**config.mk**
```make
export PLATFORM = sky130hd
export DESIGN_NAME = fwdcombine_rr
export DESIGN_NICKNAME = d
export VERILOG_FILES = /design/src/rtl/fwdcombine_rr_pkg.sv /design/src/rtl/fwd_sel_delay.sv /design/src/rtl/fwdcombine_rr.sv
export SDC_FILE = /design/constraint.sdc
export NUM_CORES = 1
export LEC_CHECK = 0
export ABC_AREA = 1
export CAP_MARGIN = 20
export CORE_AREA = 10 10 151 153
export CTS_CLUSTER_SIZE = 12
export DETAILED_ROUTE_END_ITERATION = 10
export DIE_AREA = 0 0 161 163
export GPL_TIMING_DRIVEN = 0
export PLACE_DENSITY = 0.61
export SLEW_MARGIN = 20
export SYNTH_ARGS = -nofsm -noshare
export SYNTH_HDL_FRONTEND = slang
export SYNTH_SLANG_ARGS = --single-unit
export TNS_END_PERCENT = 5
```
**constraint.sdc**
```tcl
create_clock -name clk -period 1.98 [get_ports clk]
set_input_delay 0.495 -clock clk [delete_from_list [all_inputs] [get_ports clk]]
set_output_delay 0.495 -clock clk [all_outputs]
set_load 0.05 [all_outputs]
```
**src/rtl/fwdcombine_rr_pkg.sv**
```systemverilog
// Shared forwarder definitions: packet-length width derivation used by
// the combiner, the two-way forwarder mux and the snoop splitter.
package fwdcombine_rr_pkg;

    localparam int FWD_ADDR_WIDTH = 9;
    localparam int FWD_DATA_WIDTH = 64;

    // A packet may fill the whole packetmem, so one extra bit is needed.
    function automatic int plen_width(input int addr_width);
        return addr_width + 1;
    endfunction

endpackage

```
**src/rtl/fwd_sel_delay.sv**
```systemverilog
// Select-pointer delay line matching the packetmem read latency;
// a plain wire when the latency is zero.
module fwd_sel_delay
    import fwdcombine_rr_pkg::*;
#(
    parameter int SEL_WIDTH  = 2,
    parameter int RD_LATENCY = 1
) (
    input  logic                 clk,
    input  logic                 rst,
    input  logic [SEL_WIDTH-1:0] sel,
    output logic [SEL_WIDTH-1:0] sel_late
);

    generate
        if (RD_LATENCY == 0) begin : g_pass
            logic unused_clk_rst;
            assign unused_clk_rst = clk ^ rst;
            assign sel_late = sel;
        end else begin : g_shift
            logic [SEL_WIDTH-1:0] stage [RD_LATENCY];

            always_ff @(posedge clk or posedge rst) begin
                if (rst) begin
                    for (int i = 0; i < RD_LATENCY; i++) begin
                        stage[i] <= '0;
                    end
                end else begin
                    stage[0] <= sel;
                    for (int i = 1; i < RD_LATENCY; i++) begin
                        stage[i] <= stage[i-1];
                    end
                end
            end

            assign sel_late = stage[RD_LATENCY-1];
        end
    endgenerate

endmodule

```
**src/rtl/fwdcombine_rr.sv**
```systemverilog
// N-way in-order forwarding combiner with its own round-robin pointer,
// advanced by each accepted forwarder_done.
module fwdcombine_rr
    import fwdcombine_rr_pkg::*;
#(
    parameter int N_CHAN     = 4,
    parameter int DATA_WIDTH = FWD_DATA_WIDTH,
    parameter int ADDR_WIDTH = FWD_ADDR_WIDTH,
    parameter int PLEN_WIDTH = plen_width(ADDR_WIDTH),
    parameter int RD_LATENCY = 1,
    parameter int SEL_WIDTH  = $clog2(N_CHAN)
) (
    input  logic                         clk,
    input  logic                         rst,
    output logic [ADDR_WIDTH-1:0]        forwarder_rd_addr_up,
    input  logic [N_CHAN*DATA_WIDTH-1:0] forwarder_rd_data_up,
    output logic [N_CHAN-1:0]            forwarder_rd_en_up,
    output logic [N_CHAN-1:0]            forwarder_done_up,
    input  logic [N_CHAN-1:0]            ready_for_forwarder_up,
    input  logic [N_CHAN*PLEN_WIDTH-1:0] len_to_forwarder_up,
    input  logic [ADDR_WIDTH-1:0]        forwarder_rd_addr,
    output logic [DATA_WIDTH-1:0]        forwarder_rd_data,
    input  logic                         forwarder_rd_en,
    input  logic                         forwarder_done,
    output logic                         ready_for_forwarder,
    output logic [PLEN_WIDTH-1:0]        len_to_forwarder,
    output logic [SEL_WIDTH-1:0]         cur_sel,
    output logic                         proto_err
);

    logic [SEL_WIDTH-1:0] sel;
    logic [SEL_WIDTH-1:0] sel_late;
    logic [N_CHAN-1:0]    hit;
    logic [N_CHAN-1:0]    hit_late;
    logic                 ready_sel;
    logic                 accept;

    generate
        for (genvar i = 0; i < N_CHAN; i++) begin : g_ch
            assign hit[i]      = (sel == SEL_WIDTH'(i));
            assign hit_late[i] = (sel_late == SEL_WIDTH'(i));
            assign forwarder_rd_en_up[i] = hit[i] & forwarder_rd_en & ~rst;
            assign forwarder_done_up[i]  = hit[i] & accept;
        end
    endgenerate

    always_comb begin
        len_to_forwarder  = '0;
        forwarder_rd_data = '0;
        for (int i = 0; i < N_CHAN; i++) begin
            if (hit[i]) begin
                len_to_forwarder = len_to_forwarder_up[i*PLEN_WIDTH +: PLEN_WIDTH];
            end
            if (hit_late[i]) begin
                forwarder_rd_data = forwarder_rd_data_up[i*DATA_WIDTH +: DATA_WIDTH];
            end
        end
    end

    assign ready_sel = |(ready_for_forwarder_up & hit);
    assign accept    = forwarder_done & ready_sel & ~rst;

    // Drop ready in the accepting cycle so the finished channel is not re-seen.
    assign ready_for_forwarder  = ready_sel & ~accept & ~rst;
    assign forwarder_rd_addr_up = forwarder_rd_addr;
    assign cur_sel              = sel;

    always_ff @(posedge clk or posedge rst) begin
        if (rst) begin
            sel       <= '0;
            proto_err <= 1'b0;
        end else begin
            if (accept) begin
                sel <= (sel == SEL_WIDTH'(N_CHAN - 1)) ? '0 : sel + SEL_WIDTH'(1);
            end
            if (forwarder_done & ~ready_sel) begin
                proto_err <= 1'b1;
            end
        end
    end

    fwd_sel_delay #(
        .SEL_WIDTH  (SEL_WIDTH),
        .RD_LATENCY (RD_LATENCY)
    ) u_sel_delay (
        .clk      (clk),
        .rst      (rst),
        .sel      (sel),
        .sel_late (sel_late)
    );

endmodule

```
; Word level (Yosys, flattened, before mapping)
; Index checks and enable logic that the tools add are counted.
[word_totals]
elab_cells = 43
reg_bits = 5
[op_classes]
n_eq_ne = 6
n_reduce_logical = 3
n_bitwise = 21
mux = 9
add_sub_neg = 1
[op_table]
columns = op, count
row1 = two-way mux 64 bit, 4
row2 = two-way mux 10 bit, 4
row3 = AND 1 bit, 17
row4 = "== test 2 bit, second input constant", 4
row5 = AND 4 bit, 1
row6 = "== test 2 x 1 -> 1 bit, second input constant", 2
row7 = logical NOT 2 bit, 2
row8 = OR reduction 4 bit, 1
row9 = inverter 1 bit, 3
row10 = "adder 2 x 1 -> 2 bit, second input constant", 1
row11 = two-way mux 2 bit, 1

; Depth between registers and ports, before layout
[logic_depth]
ltp_word = 8
depth_mapped = 8
depth_no_buf = 8

; Modules after synthesis
; From an unflattened synthesis, not the netlist that was laid out.
[unflattened]
hier_cells = 476
hier_area_um2 = 2250.9
[modules_own_cells]
columns = module, cells_per_inst, instances, area_per_inst_um2
row1 = fwdcombine_rr, 473, 1, 2197.1
row2 = fwd_sel_delay, 3, 1, 53.8

; Worst setup path after synthesis
; Ideal clock, no wire load.
[synth_path]
path_type = register -> output
from = reg sel[0], in the netlist cur_sel[0]
to = out len_to_forwarder[0]
arrival_ps = 2255
path_slack_ps = -770
path_buffers = 1
path_stages_with_launch = 7
required_ps = 1485
cell_sequence = dfrtp_1 -> inv_1 -> ha_1 -> inv_1 -> clkbuf_1 -> nand3_1 -> a21oi_1
[synth_via]
elab_chain_cells = 5
[synth_rtl]
columns = item, line_no
row1 = from (decl), fwdcombine_rr.sv:31  ; logic [SEL_WIDTH-1:0] sel;
row2 = from (signal assigned), fwdcombine_rr.sv:74  ; sel <= (sel == SEL_WIDTH'(N_CHAN - 1)) ? '0 : sel + SEL_WIDTH'(1);
row3 = logical NOT 2 bit, fwdcombine_rr.sv:40  ; assign hit[i] = (sel == SEL_WIDTH'(i));
row4 = two-way mux 10 bit (3 in series), fwdcombine_rr.sv:51  ; if (hit[i]) begin
row5 = two-way mux 10 bit *, fwdcombine_rr.sv:51
row6 = to (decl), fwdcombine_rr.sv:26  ; output logic [PLEN_WIDTH-1:0] len_to_forwarder,
; Mark *: on every way between the ends. The rest lies on a longest branch, timed or not.

; Worst setup path in the final report
[layout_path]
from = reg sel[1], in the netlist cur_sel[1]
to = out len_to_forwarder[6]
; The elaborated chain is that of the path after synthesis.

==> impl_metrics.yaml <==
outcome:
  result_of_the_run: "finished with violations"
  failed_checks: "negative setup slack"
finish:
  multiInputGateArea_um2: 2130
  antenna_cells: 0
  flow.area_growth_from_synthesis_pct: 232
  drive_above_1_share_pct: 23.5
  seqCellArea_um2: 130
  fill_cells: 2091
  finalNonFillerCells: 1176
  final_util_pct: 37.7
  finalInstanceArea_um2: 7500
  layout_net_count: 1224
yosys:
  netlist_top_cells_count: "294 x nand2_1, 64 x nand4_1, 24 x buf_2"
  postSynth.asyncResetShare_pct: 100
  synth.most_common_cell: "nand2_1"
  post-synth-top-area-cell: "nand2_1"
  syn_nets: 800
  synth_largest_type_area_fraction_pct: 48.8
  synth_ff_type: "dfrtp_1"
  synth_enable_flop_cells: 0
  post_synth.cell_area_avg_um2: 4.68
  synth.yosys.seq_area_share_pct: 5.53
  synth_top_cells_by_area: "nand2_1 49%, nand4_1 18%, dfrtp_1 5.5%"
  synthDistinctLibCells: 18
  ys_seq_elements: 5
  synth.yosys.warnings: 0
  number_of_instances_in_the_synthesized_netlist: 483
  synth.cell_area_um2: 2260
floorplan:
  die_width_um: 161
  i_o_pin_total: 408
  design.core.area_um2: 19900
  num_rows: 52
  dieHeight_um: 163
  fp.dieArea_um2: 26200
  floorplan.initialDensity_pct: 11.4
routing:
  detailedRoute.firstIterationViolations: 327
  number_of_nets_with_antenna_violations_after_routing: 0
  vias: 4811
  viasPerCell: 4.09
  detail_route.first_pass.iterations: 6
  routed_wire_length_um: 21700
  routedWlPerCell_um: 18.5
  remaining_drc_errors: 0
placement:
  dpl.cell_count: 1151
  detailed_place_hpwl_um: 18200
  placement.setup.worst_slack_ns: -1.03
  port-buffer-count: 398
  final_gp_congestion: 0.887
  dpl_cell_area_um2: 6740
setup_path:
  start_kind: "flop"
  critical_path.max_fanout: 5
  critical_path.max_stage_delay_ns: 0.45
  crit_top_cell: "inv_4"
  crit_end_element: "output port"
  path_cells: "inv_4 > ha_4 > inv_4 > clkbuf_8 > nand3_1 > a21o_1 > nand2_4 > buf_8"
  critPathArrivalTime_ns: 1.65
  critPathSlowestCell: "dfrtp_2"
  worst-endpoint-required_ns: 1.48
  setup.worst_path.class: "flop to output port"
sta:
  timing.final.max_slew_violations: 0
  final.setup.worst_slack_ns: -0.163
  tightest_slew_ns: 0.536
  timing.final.hold_violations: 0
  slew-limit-headroom_pct: 64.1
  rsz0062_at_grt: "yes"
  final.setup_skew_ns: 0.000302
  fin_hold_ws_ns: 0.239
  timing.fmax_mhz: 467
  timing.final.setup_violations: 40
  final_min_period_over_clock_period_pct: 108
  fin_tns_setup_ns: -2.63
  final.min_clock_period_ns: 2.14
cts:
  cts_htree_levels: 1
  cts.clk_slew.worst_paths_ns: 0.03
  cts-buffers-inserted: 3
  worst_skew_pair.late_latency_ns: 0.23
  tritoncts_clock_tree: "done"
  cts_sinks: 5
  clock-root-buffer: "clkbuf_16"
  cts_hold_repair.buffers: 0
  clock_tree.buffer_depth: 2
global_route:
  grt_pass1_wl_um: 31000
  grt_start_max_net_pins: 11
  overflow: 0
  groute.usage.overall_pct: 15.0
  antenna_found_initial: 0
  grt_pass1_vias: 5025
pwr:
  power_density_nw_per_um2: 1640
  design_power_total_mw: 12.3
  p_leak_nw: 3.13
  max-vdd-ir-drop_v: 0.00125
worst_hold_path:
  timing.hold.worst.class: "input port to async pin"
run:
  maximum_capacitance_violations: 0
[area by class of cell]
class / instances / area share [%]
Clock buffer: 4 / 1.05
Tap cell: 270 / 4.50
Buffer: 40 / 5.79
Sequential cell: 5 / 1.73
Timing Repair Buffer: 419 / 57.5
Multi-Input combinational cell: 420 / 28.4
Inverter: 18 / 1.07
[sequential cells by signal, indices dropped and copies added, names as in the netlist]
signal                count
cur_sel                   2
proto_err                 1
u_sel_delay.sel_late      2
[power breakdown]
part,switching [mW],total (mW),internal [mW]
logic,7.21,11.7,4.52
clock network,0.0663,0.333,0.267
registers,0.0986,0.246,0.148
total,7.38,12.3,4.93
[cells by family after synthesis]
family | synth area share, %
buf+inv | 12.4
compound gates | 6.64
flops | 5.53
simple gates | 73.2
fa+ha+maj | 2.21
[final timing paths]
check | startpoint | end | slack, ns | depth (start not counted)
worst max-delay path | cur_sel[1] | len_to_forwarder[6] | -0.16 | 8
worst min-delay path | rst | proto_err | 0.24 | 2
worst max register to register | cur_sel[0] | cur_sel[1] | 0.50 | 8
worst min register to register | proto_err | proto_err | 0.48 | 1
max in group asynchronous | rst | u_sel_delay.sel_late[1] | 1.60 | 2
min in group clk | proto_err | proto_err | 0.48 | 1
[metal layers]
| metal | routed length [µm] | up-vias | global-route usage (%) |
|---|---|---|---|
| li1 | - | 2411 | - |
| met1 | 8400 | 2122 | 16.9 |
| met4 | 176 | 0 | 2.27 |
| met2 | 11100 | 264 | 27.3 |
| met5 | 0 | - | 0 |
| met3 | 2090 | 14 | 5.03 |
[what timing repair did]
action,in CTS,in global routing
gates cloned,3,0
resized for setup,673,28
hold endpoints to repair,0,0
pin swaps,14,9
endpoints found under the setup margin,85,83
setup buffers,17,1
[layout by cell type (no fill, tap or decap), types with 5 or more instances in the layout]
cell / netlist / layout
buf_8: 0 / 14
a21oi_4: 0 / 5
inv_1: 16 / 10
nand4_1: 64 / 64
nand3_2: 0 / 5
inv_4: 0 / 5
nor2_2: 1 / 8
a21oi_2: 0 / 7
nor2_1: 15 / 6
clkdlybuf4s50_1: 0 / 312
nand2_1: 294 / 276
a21o_1: 5 / 5
buf_4: 9 / 35
nand3_1: 12 / 7
buf_6: 0 / 84
clkbuf_8: 0 / 6
nand2_2: 0 / 14
[critical path: cells and delay by family (launching register included)]
family | cells | cell delay [ns]
flops | 1 | 0.45
buf+inv | 4 | 0.44
compound gates | 1 | 0.21
simple gates | 2 | 0.14
fa+ha+maj | 1 | 0.18
(Power assumes the default switching activity.)
